`config.mk`:
```
export PLATFORM = sky130hd
export DESIGN_NAME = updown_count_monitor
export DESIGN_NICKNAME = d
export VERILOG_FILES = /design/src/rtl/updown_count_monitor.sv
export SDC_FILE = /design/constraint.sdc
export NUM_CORES = 1
export LEC_CHECK = 0
export ABC_AREA = 1
export CAP_MARGIN = 20
export CELL_PAD_IN_SITES_DETAIL_PLACEMENT = 1
export CELL_PAD_IN_SITES_GLOBAL_PLACEMENT = 1
export CORE_UTILIZATION = 41
export CTS_CLUSTER_SIZE = 14
export DETAILED_ROUTE_END_ITERATION = 6
export PLACE_DENSITY_LB_ADDON = 0.1
export SLEW_MARGIN = 20
export SYNTH_ARGS = -nofsm -noshare
export SYNTH_HDL_FRONTEND = slang
export SYNTH_SLANG_ARGS = --single-unit
```
`constraint.sdc`:
```
create_clock -name clk -period 5.1 [get_ports clk]
set_input_delay 1.02 -clock clk [delete_from_list [all_inputs] [get_ports clk]]
set_output_delay 1.02 -clock clk [all_outputs]
set_load 0.02 [all_outputs]
```
`src/rtl/updown_count_monitor.sv`:
```
// updown_count_monitor: checks a sampled up/down counter stream step by step
// against the direction that was sampled alongside the previous value.
// It reports good/bad steps, wraps, a lock status and a saturating error tally.
// Optional build macro UDMON_ZERO_RESTART_EN: a mismatched sample equal to 0
// is treated as a counter restart (no error, back to ACQUIRE) instead of a
// step error.
//
// Sample interface: valid_in qualifies q_in/choice_in for one rising edge.
// There is no ready; the monitor accepts every valid sample, and valid_in=0
// cycles are ignored without disturbing the checking context.
module updown_count_monitor #(
  parameter int WIDTH    = 4,
  parameter int LOCK_LEN = 4,
  parameter int ERR_W    = 8
) (
  input  logic             clk,
  input  logic             reset,
  input  logic             valid_in,
  input  logic [WIDTH-1:0] q_in,
  input  logic             choice_in,
  output logic             locked,
  output logic             step_ok,
  output logic             step_err,
  output logic             wrap_up,
  output logic             wrap_down,
  output logic [WIDTH-1:0] expected,
  output logic [ERR_W-1:0] err_count,
  output logic [1:0]       state_dbg,
  output logic [3:0]       good_run_dbg
);

  typedef enum logic [1:0] {
    SYNC    = 2'd0,
    ACQUIRE = 2'd1,
    LOCKED  = 2'd2
  } state_t;

  localparam logic [WIDTH-1:0] ONE     = WIDTH'(1);
  localparam logic [WIDTH-1:0] ZERO    = '0;
  localparam logic [WIDTH-1:0] MAXV    = '1;
  localparam logic [ERR_W-1:0] ERR_MAX = '1;
  localparam logic [3:0]       LOCK_V  = 4'(LOCK_LEN);

`ifdef UDMON_ZERO_RESTART_EN
  localparam bit ZERO_RESTART = 1'b1;
`else
  localparam bit ZERO_RESTART = 1'b0;
`endif

  state_t           state, state_n;
  logic [WIDTH-1:0] prev_q, prev_q_n;
  logic             prev_choice, prev_choice_n;
  logic [3:0]       good_run, good_run_n;
  logic             ok_n, err_n, wu_n, wd_n;
  logic [WIDTH-1:0] expected_n;
  logic [ERR_W-1:0] err_count_n;
  logic [WIDTH-1:0] exp_v;
  logic             match;
  logic [3:0]       run_inc;

  assign locked       = (state == LOCKED);
  assign state_dbg    = state;
  assign good_run_dbg = good_run;

  // Next-state, capture and registered-output values for the coming edge.
  always_comb begin
    state_n       = state;
    prev_q_n      = prev_q;
    prev_choice_n = prev_choice;
    good_run_n    = good_run;
    ok_n          = 1'b0;
    err_n         = 1'b0;
    wu_n          = 1'b0;
    wd_n          = 1'b0;
    expected_n    = expected;
    err_count_n   = err_count;
    // The direction applied is the one sampled with the previous value.
    exp_v         = prev_choice ? (prev_q + ONE) : (prev_q - ONE);
    match         = (q_in == exp_v);
    run_inc       = good_run + 4'd1;

    if (valid_in) begin
      prev_q_n      = q_in;
      prev_choice_n = choice_in;
      case (state)
        SYNC: begin
          state_n    = ACQUIRE;
          good_run_n = 4'd0;
        end
        ACQUIRE, LOCKED: begin
          expected_n = exp_v;
          if (match) begin
            ok_n = 1'b1;
            wu_n = prev_choice && (prev_q == MAXV);
            wd_n = !prev_choice && (prev_q == ZERO);
            if (state == ACQUIRE) begin
              good_run_n = run_inc;
              if (run_inc == LOCK_V) state_n = LOCKED;
            end
          end else if (ZERO_RESTART && (q_in == ZERO)) begin
            good_run_n = 4'd0;
            state_n    = ACQUIRE;
          end else begin
            err_n      = 1'b1;
            good_run_n = 4'd0;
            state_n    = ACQUIRE;
            if (err_count != ERR_MAX) err_count_n = err_count + 1'b1;
          end
        end
        default: state_n = SYNC;
      endcase
    end
  end

  // State register plus registered outputs; async reset returns everything to idle.
  always_ff @(posedge clk or posedge reset) begin
    if (reset) begin
      state       <= SYNC;
      prev_q      <= '0;
      prev_choice <= 1'b0;
      good_run    <= 4'd0;
      step_ok     <= 1'b0;
      step_err    <= 1'b0;
      wrap_up     <= 1'b0;
      wrap_down   <= 1'b0;
      expected    <= '0;
      err_count   <= '0;
    end else begin
      state       <= state_n;
      prev_q      <= prev_q_n;
      prev_choice <= prev_choice_n;
      good_run    <= good_run_n;
      step_ok     <= ok_n;
      step_err    <= err_n;
      wrap_up     <= wu_n;
      wrap_down   <= wd_n;
      expected    <= expected_n;
      err_count   <= err_count_n;
    end
  end

endmodule
```
# Word-level counts from Yosys, hierarchy flattened
# Index checks and enable logic that the tools add are counted.
word_totals:
  ff_bits: 27
  latch_bits: 0
  ramBits: 0
  mem_bits_ro: 0
  input_bits: 8
  out_inout_bits: 23
  wordCells: 54
  mem_count: 0
op_classes:
  add_sub_neg: 4
  mul: 0
  n_div: 0
  n_lt_le_gt_ge: 0
  eq_ne: 8
  shifts: 0
  muxes: 20
  bitwise: 1
  reduce_logical: 11
op_table:
  columns: ["cell", "n"]
  rows:
  - ["1-bit 2-to-1 mux", 12]
  - ["4-bit 2-to-1 mux", 3]
  - ["4-bit by 1-bit adder with 4-bit output (second input constant)", 2]
  - ["8-bit by 1-bit adder with 8-bit output (second input constant)", 1]
  - ["8-bit inequality test (second input constant)", 1]
  - ["4-bit case mux with 2 select lines", 1]
  - ["2-bit 2-to-1 mux", 3]
  - ["3-bit inequality test (second input constant)", 2]
  - ["3-bit AND reduction", 2]
  - ["4-bit by 3-bit equality test with 1-bit output (second input constant)", 1]
  - ["4-bit equality test", 1]
  - ["4-bit equality test (second input constant)", 1]
  - ["4-bit zero test", 1]
  - ["2-bit case mux with 2 select lines", 1]
  - ["4-bit AND reduction", 1]
  - ["4-bit by 1-bit subtractor with 4-bit output (second input constant)", 1]
  - ["2-bit by 1-bit equality test with 1-bit output (second input constant)", 1]
  - ["2-bit equality test (second input constant)", 1]
  - ["1-bit logical AND", 2]
  - ["2-bit zero test", 1]
  - ["2-bit AND reduction", 1]
  - ["2-bit nonzero test", 1]
  - ["2-bit OR reduction", 1]
  - ["1-bit zero test", 1]
  - ["1-bit NOT", 1]

# Depth between registers and ports, before layout
depth:
  word_depth: 6
  mapped_depth: 13
  mapped_depth_nobuf: 13

# Worst setup path after synthesis
# Ideal clock, no wire load.
synth_path:
  path_kind: "reg2reg"
  from: "register prev_q[0]"
  to: "register err_count[2]"
  arrival_ps: 1892
  required_ps: 5026
  setup_slack_ps: 3134
  stages_incl_launch_ff: 11
  path_buffers: 1
  path_cell_list: "dfrtp_1 inv_1 fa_1 xor2_1 nand2_1 nor2_4 nand3_4 nand3_4 buf_6 nand2_1 o21ai_2"
synth_via:
  elab_chain_len: 5
synth_lines:
  columns: ["element", "line_no", "text"]
  rows:
  - ["start, declared", "51", "logic [WIDTH-1:0] prev_q, prev_q_n;"]
  - ["start signal, assigned", "130", "prev_q <= prev_q_n;"]
  - ["4-bit by 1-bit subtractor with 4-bit output / 4-bit by 1-bit adder with 4-bit output (equally long branches)", "78", "exp_v = prev_choice ? (prev_q + ONE) : (prev_q - ONE);"]
  - ["4-bit 2-to-1 mux *", "78", null]
  - ["net exp_v[0]", "57", "logic [WIDTH-1:0] exp_v;"]
  - ["4-bit equality test *", "79", "match = (q_in == exp_v);"]
  - ["1-bit NOT (no line) *", null, null]
  - ["4-bit AND reduction (no line) *", null, null]
  - ["end signal, assigned", "138", "err_count <= err_count_n;"]
  - ["end, declared", "27", "output logic [ERR_W-1:0] err_count,"]
# The timed path passes the listed nets; every way through them passes the cells marked *.
# A chain may end at the register's enable or synchronous reset.

# Final worst setup path
layout_path:
  from: "register state[0] (netlist: state_dbg[0])"
  to: "output port locked"
layout_via:
  elab_chain_len: 1
layout_lines:
  columns: ["element", "line_no", "text"]
  rows:
  - ["start, declared", "50", "state_t state, state_n;"]
  - ["start signal, assigned", "129", "state <= state_n;"]
  - ["2-bit equality test", "61", "assign locked = (state == LOCKED);"]
  - ["end, declared", "21", "output logic locked,"]
# Every way passes these cells.

==> impl_results.md <==
* Root buf cell: clkbuf_8
* Antenna violations before repair at 0
* Total global routing overflow at 0
* Fin area at ~2000 um^2
* I/O pin cnt at 31
* CP Launch Type: register
* Worst rel slew slack at between 60% and 70%
* Post-synthesis register bit count at 27
* Post-Syn Instances at 184
* Synth area leader: dfrtp_1
* Register area share after synthesis at 43.5%
* WL per Instance at 12.8 um
* All-Layer GR Usage at roughly 18%
* Cell row count at 22
* Die X at around 64 um
* Pwr dens at 393 nW/um^2
* Util after Layout at 53.9%
* Final setup fails at 0
* CP endpoint kind: primary output
* Clock sink count at 27
* Vias in the first global route at ~1,300
* GPL Wtd Cong at 0.744
* Filler cells at ~450
* Fin. max-slew vios at 0
* Setup bufs post-CTS at 0
* Area delta synth->final at 27.0%
* Final net count at 235
* Mux cell area share after synthesis at 0%
* Max incr delay on CP at 0.60 ns
* Clock Path Buffers at 2
* Largest cells by area after synthesis: dfrtp_1 43%, nand2_1 14%, ha_1 6.4%, inv_1 5.8%, nand3_1 4.8%
* Maximum vdd drop at 0.223 mV
* Switching share of power at 40.6%
* Synth Area in Compound Gates at 6.28%
* DR vias/cell at 4.88
* Comb pwr share at 45.1%
* Total Die Area at between 4000 and 5000 um^2
* Total inserted antenna cells at 0
* DRC errors left at 0
* Initial Utilization at around 42%
* Top cell type's share of synthesized area at roughly 43%
* CP arrival at 1.56 ns
* Synth Area in Adders at 7.73%
* Critical Path RT at 4.08 ns
* Mapped cell area at 1550 um^2
* Pre-CTS WS at 2.32 ns
* H-tree depth at 1
* Post-DP Area at around 1900 um^2
* Unrepaired setup endpoints after global routing: false
* Ys Warns at 0
* Critical-path cell list: inv_1 -> ha_1 -> clkdlybuf4s50_1
* Power Internal at 0.000462 W
* Setup ws final at 2.52 ns
* Max-cap violations at 0
* Post-CTS Resized at 0
* Detailed placer's ending HPWL at 2680 um
* FF+latch area at 676 um^2
* Total CTS buffers at 3
* Vias at 1,294
* Synthesized net count at 201
* Uppermost routed layer: met4
* Largest family of logic cells by synthesized area: simple AND/OR/NAND/NOR gates
* Routed wl met2 at 1640 um
* Lkg Pwr at 0.950 nW
* Clk pin slew, worst setup/hold paths at about 0.1 ns
* First-pass GRT wire length at ~6000 um
* Fin. Hold Viols at 0
* Clk Latency, worst-skew pair at 0.27 ns
* Avg Cell Area, Syn at 8.45 um^2
* TritonCTS clock tree: done
* Proportion of layout cells with a drive suffix above 1 at 9.68%
* PortBufs at 30
* Hold Buf Count CTS at 0
* Tcrit/Tclk final at 50.5%
* Flop pwr share at between 30 and 40%
* Routed WL at 3400 um
* Pin count of the biggest net entering global routing at 28
* Die Y at 63.6 um
* Most frequent cells in the layout: 57 x nand2_1, 30 x clkdlybuf4s50_1, 27 x dfrtp_1, 23 x inv_1, 15 x nand3_1
* Max Fclk at 0.388 GHz
* Final setup skew at 0.00232 ns
* Routed length on met3 at 75 um
* Setup TNS at 0 ns
* Min Tclk post-route at 2.58 ns
* Routed met1 length at 1630 um
* Initial DRC count at 45
* Maximum fanout along the worst path at 5
* Post-synthesis simple-gate area fraction at 28.8%
* Net Sw Power at 0.000315 W
* Outcome: completed
* Drt pass-1 iters at 4
* Post-Synth XOR/XNOR Area at under 10%
* Multi-input gate area at around 760 um^2
* Slew @ Worst Pin at 0.457 ns
* Setup CP Type: reg2out
* Commonest non-fill, non-tap cell in the layout: nand2_1
* Clk pwr share at 16.1%
* Worst min path class: reg2reg
* Core area at 3660 um^2
* Netlist cell types at 22
* Critical path's slowest cell: clkdlybuf4s50_1
* Final ANT Viol Nets at 0
-- per-stage QoR --
stage | total power, W | hold WS [ns] | std cells
floorplan | 0.000527 | 0.464 | 184
global placement | 0.000641 | 0.478 | 260
detailed placement | 0.000657 | 0.498 | 260
CTS | 0.000784 | 0.522 | 264
global route | 0.000835 | 0.541 | 265
finish | 0.000776 | 0.514 | 265
-- worst paths after layout --
check,cells past startpoint,slack (ns),startpoint,end
hold / removal,2,0.51,expected[1]$_DFFE_PP0P_,expected[1]$_DFFE_PP0P_
min in group asynchronous,2,0.95,reset,good_run_dbg[3]$_DFFE_PP0P_
max in group asynchronous,3,3.75,reset,state_dbg[1]$_DFFE_PP0P_
setup reg to reg,9,2.84,prev_q[0]$_DFFE_PP0P_,good_run_dbg[2]$_DFFE_PP0P_
hold reg to reg,2,0.51,expected[1]$_DFFE_PP0P_,expected[1]$_DFFE_PP0P_
setup / recovery,3,2.52,state_dbg[0]$_DFFE_PP0P_,locked
-- cell type report --
class                      instances  area share (%)
multi-input combinational        128            38.6
sequential                        27            34.2
timing repair buffer              31            16.5
inverter                          27            5.14
tap                               48            3.04
clock buffer                       3            2.09
clock inverter                     1           0.380
-- worst max-delay path: cells and delay by family, from the launching register on --
family / cells / cell delay (ns)
DFF: 1 / 0.43
adders and majority gates: 1 / 0.15
buffers and inverters: 2 / 0.70
-- per-layer routing --
layer | track usage [%] | vias up
met5 | 0 | -
met4 | 6.82 | 0
met3 | 2.17 | 4
met2 | 31.1 | 25
met1 | 24.1 | 616
li1 | - | 649
-- kinds of logic (layout without fill, tap and decap cells) --
logic type / count (synthesis) / count (layout)
AOI/OAI and AO/OA: 15 / 15
and+or+nand+nor: 93 / 93
xor gates and xnor gates: 11 / 11
DFF: 27 / 27
adders and majority gates: 9 / 9
buffers and inverters: 29 / 62
-- power groups by stage --
stage	clock network (W)	logic, W	registers (W)
after floorplan	0	0.000180	0.000347
after global placement	0	0.000338	0.000303
after detailed placement	0	0.000350	0.000307
after CTS	0.000129	0.000352	0.000303
after global routing	0.000138	0.000388	0.000310
final	0.000125	0.000350	0.000302
-- flip-flops by register name, indices dropped and copies added, names as in the netlist --
name and cells:
err_count 8, prev_q 4, expected 4, wrap_down 1
state_dbg 2, good_run_dbg 4, step_ok 1, prev_choice 1
step_err 1, wrap_up 1
-- cells in the mapped netlist, drive strengths merged --
master	n
nand2	57
dfrtp	27
inv	27
nand3	17
o21ai	15
ha	8
nand4	7
nor2	7
xor2	7
xnor2	4
nor3	2
buf	1
clkbuf	1
fa	1
nand3b	1
nor3b	1
nor4	1
(Power assumes the default switching activity.)
